## config.mk

```make
export PLATFORM = sky130hd
export DESIGN_NAME = mem_port_arbiter
export DESIGN_NICKNAME = d
export VERILOG_FILES = /design/src/rtl/mem_port_arbiter.sv
export SDC_FILE = /design/constraint.sdc
export NUM_CORES = 1
export LEC_CHECK = 0
export CAP_MARGIN = 20
export CORE_AREA = 2 2 105 107
export CTS_CLUSTER_SIZE = 8
export DETAILED_ROUTE_END_ITERATION = 10
export DIE_AREA = 0 0 107 109
export GPL_TIMING_DRIVEN = 0
export PLACE_DENSITY = 0.82
export SLEW_MARGIN = 20
export SYNTH_ARGS = -nofsm -noshare
export SYNTH_HDL_FRONTEND = slang
export SYNTH_SLANG_ARGS = --single-unit
```

## constraint.sdc

```tcl
create_clock -name clk_i -period 4.25 [get_ports clk_i]
set_clock_uncertainty 0.15 [all_clocks]
set_input_delay 0.85 -clock clk_i [delete_from_list [all_inputs] [get_ports clk_i]]
set_output_delay 0.85 -clock clk_i [all_outputs]
set_load 0.05 [all_outputs]
```

## src/rtl/mem_port_arbiter.sv

```systemverilog
// mem_port_arbiter
//
// Shares one single-port unified instruction/data memory between the fetch
// stage and the memory stage. Only one transaction is in flight at a time,
// and each one takes a fixed MEM_LAT cycles. Data requests win ties against
// fetch because the data access belongs to the older instruction.
//
// Optional feature (macro ARB_STARVE_GUARD_EN):
//   When defined, a saturating counter tracks data grants issued while a
//   fetch is waiting. Once it reaches STARVE_MAX and both requests are
//   pending, fetch is granted ahead of data. When the macro is not defined,
//   data has fixed priority and STARVE_MAX has no effect.
//
// Ports:
//   clk_i, reset_i        clock; synchronous active-low reset
//   if_req_i, if_addr_i   fetch request, held until if_rvalid_o
//   if_gnt_o              one-cycle pulse when the fetch is issued
//   if_rvalid_o           one-cycle pulse; if_rdata_o is valid
//   if_rdata_o            registered fetched word
//   d_req_i, d_we_i       data request and store flag, held until d_rvalid_o
//   d_addr_i, d_wdata_i   data address and store data
//   d_gnt_o               one-cycle pulse when the data access is issued
//   d_rvalid_o            one-cycle pulse; load data valid or store done
//   d_rdata_o             registered load word; 0 for stores
//   mem_en_o, mem_we_o    memory strobe and write enable (grant cycle only)
//   mem_addr_o            memory address; 0 when mem_en_o is low
//   mem_wdata_o           memory write data; 0 when mem_en_o is low
//   mem_rdata_i           memory read data, valid MEM_LAT cycles after issue
//   stall_f_o, stall_m_o  stall requests to the hazard unit
//
// state  | meaning
// -------+---------------------------------------------------------------
// IDLE   | no access in flight; combinational arbitration, grant may fire
// BUSY_I | fetch in flight; lat_q counts up to MEM_LAT
// BUSY_D | data access in flight; lat_q counts up to MEM_LAT

module mem_port_arbiter #(
    parameter int ADDR_W     = 32,
    parameter int DATA_W     = 32,
    parameter int MEM_LAT    = 2,
    parameter int STARVE_MAX = 4
) (
    input  logic              clk_i,
    input  logic              reset_i,
    input  logic              if_req_i,
    input  logic [ADDR_W-1:0] if_addr_i,
    output logic              if_gnt_o,
    output logic              if_rvalid_o,
    output logic [DATA_W-1:0] if_rdata_o,
    input  logic              d_req_i,
    input  logic              d_we_i,
    input  logic [ADDR_W-1:0] d_addr_i,
    input  logic [DATA_W-1:0] d_wdata_i,
    output logic              d_gnt_o,
    output logic              d_rvalid_o,
    output logic [DATA_W-1:0] d_rdata_o,
    output logic              mem_en_o,
    output logic              mem_we_o,
    output logic [ADDR_W-1:0] mem_addr_o,
    output logic [DATA_W-1:0] mem_wdata_o,
    input  logic [DATA_W-1:0] mem_rdata_i,
    output logic              stall_f_o,
    output logic              stall_m_o
);

    if (MEM_LAT < 1 || MEM_LAT > 15) begin : g_bad_mem_lat
        $error("mem_port_arbiter: MEM_LAT must be in 1..15");
    end

    if (STARVE_MAX < 1 || STARVE_MAX > 15) begin : g_bad_starve_max
        $error("mem_port_arbiter: STARVE_MAX must be in 1..15");
    end

    localparam logic [3:0] LAT_LAST = 4'(MEM_LAT);

    typedef enum logic [1:0] {
        IDLE   = 2'd0,
        BUSY_I = 2'd1,
        BUSY_D = 2'd2
    } state_t;

    state_t              state_q, state_d;
    logic [3:0]          lat_q, lat_d;
    logic                we_q, we_d;
    logic [DATA_W-1:0]   if_rdata_q, if_rdata_d;
    logic [DATA_W-1:0]   d_rdata_q, d_rdata_d;
    logic                if_rvalid_q, if_rvalid_d;
    logic                d_rvalid_q, d_rvalid_d;
    logic                fetch_first;

`ifdef ARB_STARVE_GUARD_EN
    localparam logic [3:0] STARVE_LIM = 4'(STARVE_MAX);

    logic [3:0] starve_q, starve_d;

    // Fetch jumps the queue only when it has been passed over STARVE_MAX
    // times and is actually competing with data this cycle.
    assign fetch_first = if_req_i & d_req_i & (starve_q == STARVE_LIM);

    always_comb begin
        starve_d = starve_q;
        if (if_gnt_o) begin
            starve_d = '0;
        end else if (d_gnt_o && if_req_i && (starve_q != STARVE_LIM)) begin
            starve_d = starve_q + 4'd1;
        end
    end

    always_ff @(posedge clk_i) begin
        if (!reset_i) begin
            starve_q <= '0;
        end else begin
            starve_q <= starve_d;
        end
    end
`else
    assign fetch_first = 1'b0;
`endif

    always_comb begin
        state_d     = state_q;
        lat_d       = lat_q;
        we_d        = we_q;
        if_rdata_d  = if_rdata_q;
        d_rdata_d   = d_rdata_q;
        if_rvalid_d = 1'b0;
        d_rvalid_d  = 1'b0;
        if_gnt_o    = 1'b0;
        d_gnt_o     = 1'b0;
        mem_en_o    = 1'b0;
        mem_we_o    = 1'b0;
        mem_addr_o  = '0;
        mem_wdata_o = '0;

        unique case (state_q)
            IDLE: begin
                lat_d = 4'd0;
                // Grants are suppressed while reset is asserted so nothing
                // reaches memory during a reset cycle.
                if (reset_i) begin
                    if (d_req_i && !fetch_first) begin
                        d_gnt_o     = 1'b1;
                        mem_en_o    = 1'b1;
                        mem_we_o    = d_we_i;
                        mem_addr_o  = d_addr_i;
                        mem_wdata_o = d_wdata_i;
                        we_d        = d_we_i;
                        lat_d       = 4'd1;
                        state_d     = BUSY_D;
                    end else if (if_req_i) begin
                        if_gnt_o    = 1'b1;
                        mem_en_o    = 1'b1;
                        mem_addr_o  = if_addr_i;
                        lat_d       = 4'd1;
                        state_d     = BUSY_I;
                    end
                end
            end
            BUSY_I: begin
                if (lat_q == LAT_LAST) begin
                    if_rdata_d  = mem_rdata_i;
                    if_rvalid_d = 1'b1;
                    lat_d       = 4'd0;
                    state_d     = IDLE;
                end else begin
                    lat_d = lat_q + 4'd1;
                end
            end
            BUSY_D: begin
                if (lat_q == LAT_LAST) begin
                    // A store returns no data; report zero rather than
                    // whatever the memory happens to drive.
                    d_rdata_d  = we_q ? '0 : mem_rdata_i;
                    d_rvalid_d = 1'b1;
                    lat_d      = 4'd0;
                    state_d    = IDLE;
                end else begin
                    lat_d = lat_q + 4'd1;
                end
            end
            default: begin
                lat_d   = 4'd0;
                state_d = IDLE;
            end
        endcase
    end

    always_ff @(posedge clk_i) begin
        if (!reset_i) begin
            state_q     <= IDLE;
            lat_q       <= 4'd0;
            we_q        <= 1'b0;
            if_rdata_q  <= '0;
            d_rdata_q   <= '0;
            if_rvalid_q <= 1'b0;
            d_rvalid_q  <= 1'b0;
        end else begin
            state_q     <= state_d;
            lat_q       <= lat_d;
            we_q        <= we_d;
            if_rdata_q  <= if_rdata_d;
            d_rdata_q   <= d_rdata_d;
            if_rvalid_q <= if_rvalid_d;
            d_rvalid_q  <= d_rvalid_d;
        end
    end

    assign if_rvalid_o = if_rvalid_q;
    assign d_rvalid_o  = d_rvalid_q;
    assign if_rdata_o  = if_rdata_q;
    assign d_rdata_o   = d_rdata_q;

    // Stalls drop in the rvalid cycle so the pipeline advances on that edge.
    assign stall_f_o = if_req_i & ~if_rvalid_q;
    assign stall_m_o = d_req_i & ~d_rvalid_q;

endmodule
```

* Yosys cells after proc, flatten, opt, wreduce, memory -nomap -nowiden
Index checks and enable logic that the tools add are counted. W data, S select, Z words.
Storage, ports and cells: bits in registers 73, latch bits 0, bits in writable memories 0, memory bits (read-only) 0, input port bits 133, output and inout port bits 136, word-level logic and storage cells 55, memories kept 0
Cells by class: $add $sub $neg 1, $mul 0, div/mod/pow operators 0, magnitude comparators 0, eq/ne operators 5, shift operators 0, multiplexer cells 30, bitwise operators 4, reduce and logical (&&, ||, !) cells 8
Operator list (count):
- $mux W32 | 8
- $mux W1 | 16
- $reduce_and A2 Y1 | 6
- $pmux W4 S2 | 1
- $mux W2 | 3
- $add A4 B1 Y4 const B | 1
- $eq A4 B2 Y1 const B | 1
- $mux W4 | 1
- $pmux W2 S2 | 1
- $ne A3 B3 Y1 const B | 1
- $and A1 B1 Y1 | 2
- $eq A2 B1 Y1 const B | 1
- $eq A2 B2 Y1 const B | 1
- $logic_not A2 Y1 | 1
- $ne A2 B1 Y1 const B | 1
- $not A1 Y1 | 2
- $reduce_or A2 Y1 | 1

* Depth between registers and ports, before layout
Gate-level depths: netlist of run 1.
word-level depth 4, mapped depth 7, mapped depth without buffers 5

* Worst setup path before layout of run 1
No wires, ideal clock.
path type in2out, from input port reset_i, to output port mem_addr_o[15], arrival 2422 ps, required time 3250 ps, path slack 828 ps, stages on the path 4, buffers on the path 1, cell sequence nand2_1 > nor3b_2 > clkbuf_1 > a22o_1
Between the ends: longest elaborated chain between the ends 2
RTL lines:
- start, declared | line 44 | input logic reset_i,
- $mux W32 | line 140 | if (reset_i) begin
- $mux W32 | line 135 | unique case (state_q)
- end, declared | line 59 | output logic [ADDR_W-1:0] mem_addr_o,
No other way between the ends.

* Final worst setup path of run 1
from input port reset_i, to output port mem_addr_o[7]
Same word-level chain as after synthesis.

==> flow_summary.ini, run 1 <==
[synthesis]
netlist_area_mm2 = 0.00321
synth_edf_count = 0
synth_nets = 480
yosysUniqueCellTypes = 28
yosys_warnings = 0
synth_top_area_share_pct = 45.6
synth_ff_type = dfxtp_1
synth_largest_area_cell = dfxtp_1
ys_async_sr_fraction_pct = 0
seq_area_frac_synth_pct = 45.6
netlist_instances = 341
syn_area_per_cell_um2 = 9.40
synthTopCellsByArea = dfxtp_1 46%, a22o_1 17%, nand2_1 8.1%
ys_seq_elements = 73

[cts]
insertion_delay_ns = 0.34
clock-sinks = 73
clk_pin_slew_ns = 0.07
cts_made_buffers = 9
hold_buffers = 0
tritoncts = built
clockRootBuffer = clkbuf_8
h-tree-depth = 3
post-cts-setup-buffer-count = 0
clock_path_buffers = 2

[timing]
timing.final.crit_share_pct = 96.9
fmax_mhz = 243
period_minus_slack_ns = 4.12
hold_violations = 0
rsz0062_at_grt = no
tns_ns = 0
tightestPinTransition_ns = 0.582
slew_viol_final = 0
slew_headroom_pct = 61.3
setup_viol = 0

[layout]
nets = 759
area_growth_pct = 93.2
drive_gt1_share_pct = 5.28
final_cells = 765
fillers = 921
n_antenna_cell = 0
finalInstanceArea_mm2 = 0.00620
final_cell_mix = 215 x clkdlybuf4s50_1, 73 x dfxtp_1, 69 x nand2_1
layout_commonest_cell = clkdlybuf4s50_1

[grt]
grt_pass1_wl_um = 18700
antenna_found_initial = 0
grt_pass1_vias = 3576
grt.total_usage_pct = 20.9
grt_max_degree = 14
grt-ovfl-total = 0

[pwr]
p_sw_share_pct = 41.7
p_switching_mw = 0.925
p_int_mw = 1.30
power_frac_clock_pct = 21.4
powerDensity_mw_per_mm2 = 358
p_seq_share_pct = 33.1
combPwrFrac_pct = 45.5
leakagePower_nw = 2.62
peakVddDrop_mv = 0.160
total_power_mw = 2.22

[setup_path]
critPathRequiredTime_ns = 3.25
critPathArrivalTime_ns = 3.12
cp-start-kind = primary input
crit_path_end_kind = output port
path_class = primary input to output port
crit_fanout = 10
reg2reg_depth = 7

[die]
die_h_um = 109
die_w_um = 107
fp.dieArea_mm2 = 0.0117
start_util_pct = 30.2
core_area_mm2 = 0.0106
num_io_pins = 269
rows = 38

[placement]
place_area_mm2 = 0.00606
dp_hpwl_um = 10800
post-place-cells = 749
gp_congestion = 0.791
io_buffers = 268

[outcome]
status = finished, final reports clean

[detailed_routing]
detail-route-antenna-nets = 0
routed_wl_um = 12800
drt_iter0_markers = 125
firstDrtPassIters = 4
post-route-drc-count = 0
post_drt_wl_per_cell_um = 16.8
vias = 3602
vias_per_cell = 4.71

[job]
max_cap_violations = 0

[hold_path]
hp-class = flip-flop to flip-flop
hold_path_depth = 2
[power groups by stage]
stage          logic, mW  clock network, mW  registers [mW]
3_5_place_dp        1.06                  0           0.750
2_1_floorplan      0.612                  0           0.781
3_3_place_gp        1.05                  0           0.748
5_1_grt             1.07              0.521           0.738
6_report            1.01              0.476           0.735
4_1_cts             1.02              0.493           0.734
[per-layer routing]
metal	global-route usage [%]	share of wire, %	up-vias
met1	21.1	36	1674
met4	8.35	2.7	0
met2	41.0	54	165
met3	5.08	7.1	20
li1	-	-	1743
met5	0	0	-
[critical path, cell delays in order]
cell             delay (ns)
clkdlybuf4s50_1        0.56
nand2_1                0.13
nor3b_2                0.38
clkbuf_1               0.39
a22o_1                 0.25
dlygate4sd2_1          0.54
[Yosys cell counts, types with 2 or more instances]
master,instances
ha_1,6
nand3_1,3
nor2_1,6
nand2_1,69
buf_2,2
dfxtp_1,73
buf_6,7
clkbuf_1,19
a22o_1,64
a21boi_1,34
and2_1,35
nor2b_1,4
inv_1,4
[final timing paths]
path	startpoint	to	slack, ns
min reg2reg	if_rdata_o[27]	if_rdata_o[27]	0.30
min	if_rdata_o[27]	if_rdata_o[27]	0.30
max reg2reg	lat_q[0]	if_rdata_o[25]	2.22
max	reset_i	mem_addr_o[7]	0.13
[final cells by class]
class	instances	area (µm²)	share of cell area, %
sequential	73	1460	23.6
timing repair buffer	268	2640	42.6
clock buffer	10	128	2.06
clock inverter	6	42.5	0.686
inverter	5	18.8	0.303
tap	140	175	2.83
multi-input combinational	234	1560	25.2
buffer	29	166	2.69
[kinds of logic (layout without fill, tap and decap cells)]
| logic type | count (synthesis) | in the layout | share of synthesized area (%) |
|---|---|---|---|
| compound gates | 103 | 103 | 26.9 |
| xor+xnor | 2 | 2 | 0.546 |
| fa+ha+maj | 6 | 6 | 2.34 |
| buf+inv | 34 | 318 | 5.70 |
| flops | 73 | 73 | 45.6 |
| simple gates | 123 | 123 | 19.0 |
[metrics by stage]
step | hold WS (ns) | worst slack (ns) | utilization, %
4_1_cts | 0.305 | 0.00168 | 58.3
6_report | 0.302 | 0.133 | 58.4
2_1_floorplan | 0.290 | 0.828 | -
3_3_place_gp | 0.291 | -0.180 | 57.2
3_5_place_dp | 0.294 | -0.213 | 57.2
5_1_grt | 0.322 | 0.0118 | 58.4
[flip-flops by register name, summed over array words and instances, names as in the netlist]
| register | flops |
|---|---|
| d_rdata_o | 32 |
| d_rvalid_o | 1 |
| if_rdata_o | 32 |
| if_rvalid_o | 1 |
| lat_q | 4 |
| state_q | 2 |
| we_q | 1 |
[what timing repair did]
action / CTS / global route
resized for setup: 44 / 18
pin swaps: 0 / 0
setup endpoints to repair: 44 / 19
Note: power is estimated with default switching activity, not from simulation.
==> inputs of run 2 (changes only) <==
--- a/config.mk
+++ b/config.mk
@@ -12,7 +12,7 @@
 export DIE_AREA = 0 0 107 109
 export GPL_TIMING_DRIVEN = 0
 export PLACE_DENSITY = 0.82
-export SLEW_MARGIN = 20
+export SLEW_MARGIN = 0
 export SYNTH_ARGS = -nofsm -noshare
 export SYNTH_HDL_FRONTEND = slang
 export SYNTH_SLANG_ARGS = --single-unit
==> constraint.sdc (replaced) <==
create_clock -name clk_i -period 4.25 [get_ports clk_i]
set_clock_uncertainty 0.15 [all_clocks]
set_input_delay 0.85 -clock clk_i [delete_from_list [all_inputs] [get_ports clk_i]]
set_output_delay 0.85 -clock clk_i [all_outputs]
set_load 0.1 [all_outputs]
==> run 2 against run 1 <==
  * Sequential power about the same
  * Design area is 0.46% higher
  * Critical path depth unchanged
  * Fmax increased by 0.94%
  * Combinational power rose by 42%
  * Routed wire length rose by 0.37%
  * Power grew 19%
  * Sequential share of layout area is 0.11 points lower
  * Count of clock-buffer cells in the layout did not move
==> flow_summary.ini, run 2 (same netlist as run 1, synthesis figures left out) <==
[timing]
fin_ws_ns = 0.171
setup_viol = 0
tightestPinTransition_ns = 1.03
hold_violations = 0
fmax_mhz = 245
slew_headroom_pct = 30.9
period_minus_slack_ns = 4.08
rsz0062_at_grt = no
timing.final.crit_share_pct = 96.0
slew_viol_final = 0

[cts]
h-tree-depth = 3
cts_made_buffers = 9
post-cts-setup-buffer-count = 0
tritoncts = built
hold_buffers = 0
clk_pin_slew_ns = 0.07
cts_resized = 170
clockRootBuffer = clkbuf_8
clock_path_buffers = 2
clock-sinks = 73
insertion_delay_ns = 0.34

[setup_path]
critPathRequiredTime_ns = 3.25
cp-start-kind = primary input
critPathArrivalTime_ns = 3.08
crit_fanout = 10
path_class = primary input to output port
r2r_slack_ns = 2.21
r2r_start = lat_q[0]
reg2reg_depth = 7
crit_path_end_kind = output port
rr_endpoint = if_rdata_o[25]

[layout]
finalInstanceArea_mm2 = 0.00623
n_antenna_cell = 0
drive_gt1_share_pct = 13.4
final_cell_mix = 201 x clkdlybuf4s50_1, 73 x dfxtp_1, 69 x nand2_1
final_util_pct = 58.7
final_cells = 765
layout_commonest_cell = clkdlybuf4s50_1
nets = 759
area_growth_pct = 94.1

[die]
die_w_um = 107
fp.dieArea_mm2 = 0.0117
num_io_pins = 269
die_h_um = 109
core_area_mm2 = 0.0106
start_util_pct = 30.2
rows = 38

[pwr]
leakagePower_nw = 2.39
p_seq_share_pct = 27.8
powerDensity_mw_per_mm2 = 424
p_sw_share_pct = 50.8
total_power_mw = 2.64
p_switching_mw = 1.34
power_frac_clock_pct = 18.1
p_int_mw = 1.30
peakVddDrop_mv = 0.267
combPwrFrac_pct = 54.0

[hold_path]
hold_start = if_rdata_o[27]
hp-class = flip-flop to flip-flop
hold_end = if_rdata_o[27]
hold_path_depth = 2

[grt]
grt_pass1_wl_um = 18700
grt-ovfl-total = 0
grt.total_usage_pct = 21.0
antenna_found_initial = 0
grt_pass1_vias = 3578
grt_max_degree = 14

[outcome]
status = finished, final reports clean

[detailed_routing]
vias = 3614
vias_per_cell = 4.72
drt_iter0_markers = 128
post-route-drc-count = 0
routed_wl_um = 12900
firstDrtPassIters = 4
detail-route-antenna-nets = 0
post_drt_wl_per_cell_um = 16.8

[placement]
dp_worst_setup_slack_ns = -0.545
dp_hpwl_um = 10800
post-place-cells = 749
io_buffers = 268
place_area_mm2 = 0.00606
gp_congestion = 0.791

[job]
max_cap_violations = 0
==> run 2: cell count changes in the layout (fill, tap and decap cells not counted) <==
| cell | change |
|---|---|
| dlymetal6s2s_1 | -9 |
| dlygate4sd2_1 | -28 |
| clkdlybuf4s15_2 | +37 |
| clkbuf_2 | +1 |
| clkdlybuf4s50_1 | -14 |
| buf_2 | +5 |
| clkdlybuf4s18_2 | +8 |
==> run 2: layer usage <==
layer	part of all wire, %	up-vias	GRT usage, %
met5	0	-	0
met4	2.7	0	8.35
met3	7.0	20	5.08
met2	54	167	41.3
met1	36	1683	21.1
li1	-	1744	-
==> run 2: metrics by stage <==
| step | setup TNS, ns | hold WS, ns |
|---|---|---|
| after CTS | 0 | 0.305 |
| after floorplan | 0 | 0.290 |
| after detailed placement | -22.30 | 0.294 |
| after global routing | 0 | 0.322 |
| final | 0 | 0.302 |
| after global placement | -20.40 | 0.291 |
==> run 2: worst max path at each step <==
| stage | startpoint | end | slack [ns] | cells past startpoint |
|---|---|---|---|---|
| after floorplan | reset_i | mem_addr_o[15] | 0.07 | 4 |
| after global placement | reset_i | mem_addr_o[30] | -0.51 | 6 |
| after detailed placement | reset_i | mem_addr_o[30] | -0.55 | 6 |
| after CTS | d_req_i | mem_wdata_o[20] | 0.01 | 7 |
| after global routing | d_req_i | mem_addr_o[23] | 0.002 | 7 |
| final | reset_i | mem_addr_o[13] | 0.17 | 6 |
==> run 2: critical path, stage by stage <==
cell and delay, ns:
clkdlybuf4s50_1 0.56, nand2_1 0.13, nor3b_2 0.39, clkbuf_1 0.38, a22o_1 0.20, clkdlybuf4s18_2 0.54
==> run 2: final cells by class <==
| cell class | count | area (µm²) |
|---|---|---|
| Clock inverter | 6 | 42.5 |
| Sequential cell | 73 | 1460 |
| Tap cell | 140 | 175 |
| Multi-Input combinational cell | 234 | 1560 |
| Timing Repair Buffer | 268 | 2670 |
| Buffer | 29 | 166 |
| Clock buffer | 10 | 128 |
| Inverter | 5 | 18.8 |
| Fill cell | 917 | 4380 |
==> run 2: power groups by stage <==
stage	Combinational (mW)	Sequential, mW	Clock [mW]
2_1_floorplan	0.988	0.818	0
3_3_place_gp	1.46	0.748	0
3_5_place_dp	1.47	0.750	0
4_1_cts	1.44	0.734	0.493
5_1_grt	1.49	0.738	0.521
6_report	1.43	0.735	0.479
